<file path="config.mk">
export PLATFORM = sky130hd
export DESIGN_NAME = eq_biquad_scheduler_flat
export DESIGN_NICKNAME = d
export VERILOG_FILES = /design/src/rtl/eq_biquad_scheduler_if.sv /design/src/rtl/eq_biquad_scheduler.sv /design/src/flat_wrapper.sv
export SDC_FILE = /design/constraint.sdc
export NUM_CORES = 2
export LEC_CHECK = 0
export ABC_AREA = 0
export ABC_CLOCK_PERIOD_IN_PS = 22500
export BUFFER_PORTS_ARGS = -buffer_cell sky130_fd_sc_hd__buf_2
export CAP_MARGIN = 20
export CORE_ASPECT_RATIO = 1.4
export CORE_MARGIN = 5
export CORE_UTILIZATION = 50
export CTS_BUF_LIST = sky130_fd_sc_hd__clkbuf_16
export DETAILED_ROUTE_END_ITERATION = 8
export HOLD_SLACK_MARGIN = 0.06
export PLACE_DENSITY = 0.69
export SETUP_SLACK_MARGIN = 0.2
export SYNTH_ARGS = -nofsm -noshare
export SYNTH_HDL_FRONTEND = slang
export SYNTH_SLANG_ARGS = --single-unit
</file>
<file path="constraint.sdc">
create_clock -name clk -period 22.5 [get_ports clk]
set_input_delay 4.5 -clock clk [delete_from_list [all_inputs] [get_ports clk]]
set_output_delay 4.5 -clock clk [all_outputs]
set_load 0.005 [all_outputs]
</file>
<file path="src/rtl/eq_biquad_scheduler_if.sv">
// Sample, coefficient-write and band-output bundle for the shared-MAC equalizer.
// Latency: none (wires only).
// Backpressure: none; the source watches busy/overrun, the mixer consumes on out_valid.
interface eq_biquad_scheduler_if;
    logic signed [15:0] sample_in;
    logic               sample_valid;
    logic               coef_we;
    logic [1:0]         coef_band;
    logic [2:0]         coef_idx;
    logic signed [15:0] coef_data;
    logic               coef_commit;
    logic signed [15:0] low_out;
    logic signed [15:0] mid_out;
    logic signed [15:0] high_out;
    logic               out_valid;
    logic               busy;
    logic               overrun;

    // Sample source / coefficient host side
    modport master (
        output sample_in, sample_valid, coef_we, coef_band, coef_idx, coef_data, coef_commit,
        input  low_out, mid_out, high_out, out_valid, busy, overrun
    );

    // Equalizer side
    modport slave (
        input  sample_in, sample_valid, coef_we, coef_band, coef_idx, coef_data, coef_commit,
        output low_out, mid_out, high_out, out_valid, busy, overrun
    );
endinterface

</file>
<file path="src/rtl/eq_biquad_scheduler.sv">
// Three-band biquad equalizer time-sharing one 16x16 MAC; double-buffered coefficients.
// Latency: 18 cycles from sample accept to the out_valid strobe; one sample per 19 cycles max.
// Backpressure: none; a sample arriving while busy is dropped and sets the sticky overrun flag.
module eq_biquad_scheduler #(
    parameter int ACC_W = 36,
    parameter int FRAC  = 14
) (
    input  logic               clk,
    input  logic               reset,
    eq_biquad_scheduler_if.slave bus
);
    typedef enum logic [1:0] {IDLE = 2'd0, MAC = 2'd1, WB = 2'd2} state_t;

    localparam logic signed [ACC_W-1:0] SAT_MAX = 32767;
    localparam logic signed [ACC_W-1:0] SAT_MIN = -32768;

    state_t             state;
    logic [1:0]         band;
    logic [2:0]         tap;
    logic signed [15:0] x_cur, x1, x2;
    logic signed [15:0] y1 [3];
    logic signed [15:0] y2 [3];
    logic signed [ACC_W-1:0] acc;
    logic signed [15:0] shadow [3][5];
    logic signed [15:0] active [3][5];
    logic               pending;
    logic signed [15:0] low_r, mid_r, high_r;
    logic               valid_r, busy_r, overrun_r;

    logic signed [15:0]      coef, opnd, result;
    logic signed [31:0]      prod;
    logic signed [ACC_W-1:0] prod_ext, acc_sh;

    assign bus.low_out   = low_r;
    assign bus.mid_out   = mid_r;
    assign bus.high_out  = high_r;
    assign bus.out_valid = valid_r;
    assign bus.busy      = busy_r;
    assign bus.overrun   = overrun_r;

    // Operand select for the current tap, product, and scaled/saturated band result
    always_comb begin
        coef = active[band][tap];
        case (tap)
            3'd0:    opnd = x_cur;
            3'd1:    opnd = x1;
            3'd2:    opnd = x2;
            3'd3:    opnd = y1[band];
            default: opnd = y2[band];
        endcase
        prod     = 32'(coef) * 32'(opnd);
        prod_ext = {{(ACC_W-32){prod[31]}}, prod};
        acc_sh   = acc >>> FRAC;
        if (acc_sh > SAT_MAX)
            result = 16'sh7fff;
        else if (acc_sh < SAT_MIN)
            result = 16'sh8000;
        else
            result = acc_sh[15:0];
    end

    // Shadow bank: host writes land here at any time; invalid band/idx are ignored
    always_ff @(posedge clk or posedge reset) begin
        if (reset) begin
            for (int b = 0; b < 3; b++)
                for (int i = 0; i < 5; i++)
                    shadow[b][i] <= (i == 0) ? 16'sd16384 : 16'sd0;
        end else if (bus.coef_we && bus.coef_band != 2'd3 && bus.coef_idx <= 3'd4) begin
            shadow[bus.coef_band][bus.coef_idx] <= bus.coef_data;
        end
    end

    // Sequencer: accept, 5 MACs per band, write-back, history shift; active bank swap on accept
    always_ff @(posedge clk or posedge reset) begin
        if (reset) begin
            state     <= IDLE;
            band      <= 2'd0;
            tap       <= 3'd0;
            x_cur     <= '0;
            x1        <= '0;
            x2        <= '0;
            acc       <= '0;
            pending   <= 1'b0;
            low_r     <= '0;
            mid_r     <= '0;
            high_r    <= '0;
            valid_r   <= 1'b0;
            busy_r    <= 1'b0;
            overrun_r <= 1'b0;
            for (int b = 0; b < 3; b++) begin
                y1[b] <= '0;
                y2[b] <= '0;
                for (int i = 0; i < 5; i++)
                    active[b][i] <= (i == 0) ? 16'sd16384 : 16'sd0;
            end
        end else begin
            valid_r <= 1'b0;
            if (bus.sample_valid && state != IDLE)
                overrun_r <= 1'b1;
            case (state)
                IDLE: begin
                    if (bus.sample_valid) begin
                        x_cur  <= bus.sample_in;
                        acc    <= '0;
                        band   <= 2'd0;
                        tap    <= 3'd0;
                        busy_r <= 1'b1;
                        state  <= MAC;
                        // The copy uses the pre-edge shadow, so a same-edge write is not included
                        if (pending) begin
                            for (int b = 0; b < 3; b++)
                                for (int i = 0; i < 5; i++)
                                    active[b][i] <= shadow[b][i];
                            pending <= 1'b0;
                        end
                    end
                end
                MAC: begin
                    // Feedback taps (a1, a2) are subtracted
                    if (tap >= 3'd3)
                        acc <= acc - prod_ext;
                    else
                        acc <= acc + prod_ext;
                    if (tap == 3'd4)
                        state <= WB;
                    else
                        tap <= tap + 3'd1;
                end
                WB: begin
                    case (band)
                        2'd0:    low_r  <= result;
                        2'd1:    mid_r  <= result;
                        default: high_r <= result;
                    endcase
                    y2[band] <= y1[band];
                    y1[band] <= result;
                    acc      <= '0;
                    if (band == 2'd2) begin
                        x2      <= x1;
                        x1      <= x_cur;
                        valid_r <= 1'b1;
                        busy_r  <= 1'b0;
                        state   <= IDLE;
                    end else begin
                        band  <= band + 2'd1;
                        tap   <= 3'd0;
                        state <= MAC;
                    end
                end
                default: state <= IDLE;
            endcase
            // A commit on the accept edge stays pending for the following sample
            if (bus.coef_commit)
                pending <= 1'b1;
        end
    end
endmodule

</file>
<file path="src/flat_wrapper.sv">
// flat-port wrapper written by rule: the top's interface ports become plain ports
module eq_biquad_scheduler_flat 
#(
    parameter int ACC_W = 36,
    parameter int FRAC  = 14
)
  (clk, reset, bus_sample_in, bus_sample_valid, bus_coef_we, bus_coef_band, bus_coef_idx, bus_coef_data, bus_coef_commit, bus_low_out, bus_mid_out, bus_high_out, bus_out_valid, bus_busy, bus_overrun);
  eq_biquad_scheduler_if bus_i ();
  input  logic clk;
  input  logic reset;
  input wire logic [$bits(bus_i.sample_in)-1:0] bus_sample_in;
  input wire logic [$bits(bus_i.sample_valid)-1:0] bus_sample_valid;
  input wire logic [$bits(bus_i.coef_we)-1:0] bus_coef_we;
  input wire logic [$bits(bus_i.coef_band)-1:0] bus_coef_band;
  input wire logic [$bits(bus_i.coef_idx)-1:0] bus_coef_idx;
  input wire logic [$bits(bus_i.coef_data)-1:0] bus_coef_data;
  input wire logic [$bits(bus_i.coef_commit)-1:0] bus_coef_commit;
  output wire logic [$bits(bus_i.low_out)-1:0] bus_low_out;
  output wire logic [$bits(bus_i.mid_out)-1:0] bus_mid_out;
  output wire logic [$bits(bus_i.high_out)-1:0] bus_high_out;
  output wire logic [$bits(bus_i.out_valid)-1:0] bus_out_valid;
  output wire logic [$bits(bus_i.busy)-1:0] bus_busy;
  output wire logic [$bits(bus_i.overrun)-1:0] bus_overrun;
  assign bus_i.sample_in = bus_sample_in;
  assign bus_i.sample_valid = bus_sample_valid;
  assign bus_i.coef_we = bus_coef_we;
  assign bus_i.coef_band = bus_coef_band;
  assign bus_i.coef_idx = bus_coef_idx;
  assign bus_i.coef_data = bus_coef_data;
  assign bus_i.coef_commit = bus_coef_commit;
  assign bus_low_out = bus_i.low_out;
  assign bus_mid_out = bus_i.mid_out;
  assign bus_high_out = bus_i.high_out;
  assign bus_out_valid = bus_i.out_valid;
  assign bus_busy = bus_i.busy;
  assign bus_overrun = bus_i.overrun;
  eq_biquad_scheduler #(.ACC_W(ACC_W), .FRAC(FRAC)) u_core (.clk(clk), .reset(reset), .bus(bus_i));
endmodule
</file>
======== Word-level counts from Yosys, hierarchy flattened ========
Index checks and enable logic that the tools add are counted.
word-level totals
  word-level logic and storage cells ...... 158
  register bits ........................... 719
  output and inout bits ................... 51
  input bits .............................. 42
cells by class
  add/sub/neg operators ................... 4
  reductions and logical operators ........ 27
  bitwise operators ....................... 5
  multiply operators ...................... 1
  multiplexer cells ....................... 46
  magnitude comparators ................... 11
  eq/ne operators ......................... 14
operator list
  cell                  number
  $bwmux 240            1
  $mux 80               3
  $bmux 80 s2           1
  $demux 80 s2          1
  $mux 16               10
  $pmux 36 s3           1
  $bwmux 48             2
  $mux 36               2
  $bmux 16 s2           2
  $pmux 16 s4           1
  $bmux 16 s3           1
  $demux 16 s3          1
  $add 36x32->36        1
  $sub 36x32->36        1
  $demux 16 s2          1
  $mul 16x16->32        1
  $gt 22x16->1 const B  1
  $lt 22x16->1 const B  1
  $reduce_and 2->1      8
  $mux 3                3
  $pmux 3 s3            1
  $reduce_and 3->1      3
  $ge 4x4->1 const B    2
  $mux 1                8
  28 further kinds      51

======== Depth between registers and ports, before layout ========
  word-level depth ........................ 11
  gate-level depth with buffers ........... 48
  mapped depth without buffers ............ 43

======== Least setup slack after synthesis ========
Ideal clock, no wire load.
  kind .................................... reg-to-reg
  from .................................... reg u_core.band[1]
  to ...................................... reg u_core.acc[35]
  cell stages (with the launch flop) ...... 45
  arrival ................................. 10187 ps
  setup time .............................. 127 ps
  path slack .............................. 12186 ps
  path through ............................ dfrtp_1 buf_1 clkbuf_1 clkbuf_1 buf_2 nor2_1 a21oi_1 nor2_1 o21bai_1 clkbuf_1 nor2_1 fa_1 inv_1 fa_1 fa_1 inv_1 ha_1 fa_1 [9 not listed] or3_4 nor2_1 nand2_1 o21ai_0 xor2_1 ha_1 a21o_1 a21o_1 a21o_1 a21o_1 a221o_1 nand2_1 o311ai_0 a21o_1 a21o_1 xnor2_2 a21oi_1 o22ai_1
between the ends
  word-level cells in the longest chain between the ends .. 11
  elaborated cells between the ends (all ways) .. 19
  classes of those cells .................. add/sub (2); mul (1); mux (15); bitwise (1)
RTL lines
  item                                              RTL line                                                                         source
  start: declaration                                eq_biquad_scheduler.sv:18                                                        logic [1:0] band;
  start signal: assignment                          eq_biquad_scheduler.sv:145                                                       band <= band + 2'd1;
  $not 2->3 (implied by the code) *                 eq_biquad_scheduler.sv:43, eq_biquad_scheduler.sv:48, eq_biquad_scheduler.sv:49
  $bmux 80 s2                                       eq_biquad_scheduler.sv:43                                                        coef = active[band][tap];
  $mux 80 (implied by the code) (2 in a row)        eq_biquad_scheduler.sv:43
  $bmux 16 s3                                       eq_biquad_scheduler.sv:43
  $mux 16 (implied by the code) (2 in a row)        eq_biquad_scheduler.sv:43
  $mul 16x16->32 *                                  eq_biquad_scheduler.sv:51                                                        prod = 32'(coef) * 32'(opnd);
  $add 36x32->36 or $sub 36x32->36 (tied branches)  eq_biquad_scheduler.sv:123, eq_biquad_scheduler.sv:121
  $mux 36 *                                         eq_biquad_scheduler.sv:120                                                       if (tap >= 3'd3)
  $pmux 36 s3 *                                     eq_biquad_scheduler.sv:100                                                       case (state)
  end signal: assignment                            eq_biquad_scheduler.sv:121                                                       acc <= acc - prod_ext;
  end signal: assignment                            eq_biquad_scheduler.sv:123                                                       acc <= acc + prod_ext;
  end: declaration                                  eq_biquad_scheduler.sv:23                                                        logic signed [ACC_W-1:0] acc;
Mark *: on every way between the ends. The rest lies on a longest branch, timed or not. The select of a mux whose other input is x is not followed.
A chain may end at the register's enable or synchronous reset.

======== Final worst setup path ========
  from .................................... reg u_core.tap[0]
  to ...................................... reg u_core.acc[35]
between the ends
  word-level cells in the longest chain between the ends .. 8
  elaborated cells between the ends (all ways) .. 15
  classes of those cells .................. add/sub (2); mul (1); order compare (1); eq/ne (3); mux (6); bitwise (1); reduce/logical (1)
RTL lines
  item                                              RTL line                                                source
  start: declaration                                eq_biquad_scheduler.sv:19                               logic [2:0] tap;
  start signal: assignment                          eq_biquad_scheduler.sv:127                              tap <= tap + 3'd1;
  $not 3->4 (implied by the code)                   eq_biquad_scheduler.sv:43
  $bmux 16 s3                                       eq_biquad_scheduler.sv:43
  $mux 16 (implied by the code) (2 in a row)        eq_biquad_scheduler.sv:43
  $mul 16x16->32                                    eq_biquad_scheduler.sv:51
  $add 36x32->36 or $sub 36x32->36 (tied branches)  eq_biquad_scheduler.sv:123, eq_biquad_scheduler.sv:121
  $mux 36 *                                         eq_biquad_scheduler.sv:120
  $pmux 36 s3 *                                     eq_biquad_scheduler.sv:100
Marks and branches as above.

==> impl_results.md <==
- Critical Path AT: 12.56 ns
- Critical path class: reg -> reg
- Final RePlAce weighted congestion: 0.9611
- Status: completed
- DP Area: 0.04278 mm^2
- Compound-Gate Fraction of Synth Area: 0.08559
- Layout cells sized above 1: 0.2377
- Slew at the pin closest to its max-slew limit: 1.186 ns
- Synth Warn #: 0
- Number of synthesized register bits: 687
- CTS Buf Count: 70
- Post-layout min period: 12.06 ns
- Largest family of logic cells by synthesized area: multiplexers
- Synth top area cells: dfrtp_1 (41%), mux2_2 (15%), fa_1 (13%)
- GR Overflow Total: 0
- Max Clock Freq: 0.08293 GHz
- Clock Latency Late Sink: 0.63 ns
- Clk sinks: 687
- DR vias: 27540
- Max-slew violations: 0
- Commonest non-fill, non-tap cell in the layout: dfrtp_1
- Count of input and output buffers: 92
- Post-synthesis sequential area ratio: 0.4149
- Critical-path maximum fanout: 36
- Inst Count DP: 4677
- Drt drc: 0
- Final setup skew: 0.03523 ns
- DIE HEIGHT: 350.7 um
- DIE WIDTH: 253.4 um
- Area leader, netlist: dfrtp_1
- Synthesis-to-finish area growth: 8.677%
- Endpoints failing setup: 0
- Total Routed Length: 105900 um
- Io pins: 93
- Synth top area share: 0.4111
- FFs w/ async S/R, synth: 1.000
- Hold Buf Count CTS: 0
- Die area: 0.08885 mm^2
- Via density: 5.722
- RSZ-0062 raised after global routing: false
- Multi-input gate area: 0.02211 mm^2
- Iter 0 DRT Violations: 1807
- Post-Synth XOR/XNOR Area: 0.01992
- Max-cap viol count: 0
- Slowest stage delay, CP: 0.93 ns
- Final period utilization: 0.5359
- H-Tree Level Count: 3
- Mapped Cells: 3674
- Commonest non-fill, non-tap cells in the layout: dfrtp_1 (678), mux2_2 (536), inv_1 (351)
- Final Instance Area: 0.04505 mm^2
- Root buffer cell: clkbuf_16
- Avg Inst Size Synth: 11.28 um^2
- CTS tree: done
- Setup crit end kind: flip-flop
- TNS Setup: 0 ns
- Largest net degree at the start of global routing: 188
- Final HPWL DP: 74840 um
- Initial antenna violation count: 5
- Clk slew on worst S/H paths: 0.06 ns
- Library cells used by synthesis: 95
- Core ar.: 0.08258 mm^2
- Drt first pass iters: 5
- Fillers: 7133
- Critical Path Slowest Stage Cell: dfrtp_4
- EDFF count, synth: 0
- Initial core utilization: 0.5020
- Vias in the first global route: 29610
- Global-route wire length before repair: 169000 um
- Final cell count without fillers: 4812
- Mux share of post-synthesis cell area: 0.1806
- Cell Area, Synth: 0.04146 mm^2
- Gr usage total: 0.2431
- Post-CTS setup buffers: 0
- Final Hold Vio Count: 0
- Simple-gate share of the synthesized area: 0.08037
- Antenna viol nets, final: 0
- WL/cell: 22.01 um
- Max clock buf depth: 3
- Post-CTS resize count: 0
- Synth Area in Adders: 0.1652
- Mapped Nets: 4105
- Min-delay worst type: reg -> reg
- Row count: 125
- Register Area: 0.01721 mm^2
- Cell mode on critical path: fa_1
- Slew HR: 0.2086
- Crit start category: flip-flop
- Main synth FF type: dfrtp_1
- Fin nets: 4105
- Worst EP required: 23.00 ns
==> critical path, delay by kind of cell, from the launching register on <==
| kind | cells | cell delay (ns) |
|---|---|---|
| DFF | 1 | 0.93 |
| muxes | 1 | 0.16 |
| AOI/OAI and AO/OA | 16 | 3.21 |
| and+or+nand+nor | 7 | 2.38 |
| xor gates and xnor gates | 3 | 0.56 |
| buffers and inverters | 4 | 0.84 |
| adders and majority gates | 8 | 3.71 |
==> per-stage QoR <==
step                setup WS [ns]    util  hold WS [ns]
floorplan                   8.605       -        0.4418
global placement            10.76  0.5177        0.4560
detailed placement          10.58  0.5181        0.4668
CTS                         10.53  0.5447        0.4805
global route                9.663  0.5455        0.4975
finish                      10.44  0.5456        0.4790
==> final timing paths <==
| kind | slack (ns) | startpoint | end | cells past startpoint |
|---|---|---|---|---|
| setup / recovery | 10.44 | u_core.tap[0]$_DFFE_PP0P_ | u_core.acc[35]$_DFFE_PP0P_ | 39 |
| hold / removal | 0.48 | u_core.bus.high_out[7]$_DFFE_PP0P_ | u_core.bus.high_out[7]$_DFFE_PP0P_ | 2 |
| setup reg to reg | 10.44 | u_core.tap[0]$_DFFE_PP0P_ | u_core.acc[35]$_DFFE_PP0P_ | 39 |
| hold reg to reg | 0.48 | u_core.bus.high_out[7]$_DFFE_PP0P_ | u_core.bus.high_out[7]$_DFFE_PP0P_ | 2 |
| max in group asynchronous | 14.38 | reset | u_core.acc[0]$_DFFE_PP0P_ | 6 |
| min in group asynchronous | 4.00 | reset | u_core.shadow[233]$_DFFE_PP0P_ | 2 |
==> registers in the layout, summed over array words and instances, names as in the netlist <==
register and cells:
u_core.shadow 240, u_core.x_cur 16, u_core.pending 1, u_core.state 2
u_core.y1 16, u_core.bus.out_valid 1, u_core.acc 36, u_core.y2 48
u_core.x2 16, u_core.bus.mid_out 16, u_core.bus.low_out 16, u_core.bus.overrun 1
u_core.band 2, u_core.active 240, u_core.bus.busy 1, u_core.bus.high_out 16
u_core.x1 16, u_core.tap 3
==> synthesized netlist by cell type, drive strengths merged, types with 13 or more instances <==
cell and count:
ha 125, buf 56, mux4 32, xnor2 44, dfrtp 681, nand2b 36
mux2 536, o21ai 256, nor2b 19, fa 264, a21oi 125, nand2 282
nor3 16, nand3 26, o21bai 13, o211ai 13, nor2 266, or2 25
xor2 46, inv 335, mux2i 73, clkbuf 159, a21o 30
==> routing by layer <==
metal | routed length [um] | up-vias | global-route usage
li1 | - | 12420 | -
met1 | 41220 | 14130 | 0.2959
met2 | 53900 | 713 | 0.4249
met3 | 5615 | 266 | 0.04238
met4 | 5145 | 6 | 0.1075
met5 | 36 | - | 0
==> cells by family (layout without fill, tap and decap cells) <==
kind of cell / after synthesis / after routing
simple gates: 743 / 743
flops: 687 / 687
mux: 641 / 641
compound gates: 571 / 571
buf+inv: 552 / 609
fa+ha+maj: 389 / 389
xor+xnor: 91 / 91
other cells: 0 / 2
==> layout make-up <==
class | count | share of cell area
Multi-Input combinational cell | 2435 | 0.4907
Sequential cell | 687 | 0.3820
Clock buffer | 72 | 0.03999
Tap cell | 1079 | 0.02996
Inverter | 337 | 0.02816
Timing Repair Buffer | 143 | 0.02024
Clock inverter | 57 | 0.008859
Antenna cell | 2 | 0.0001111
Power is left out: the tool's default activity adds up to more than one toggle a clock period on the data nets, which glitch-free logic cannot reach.
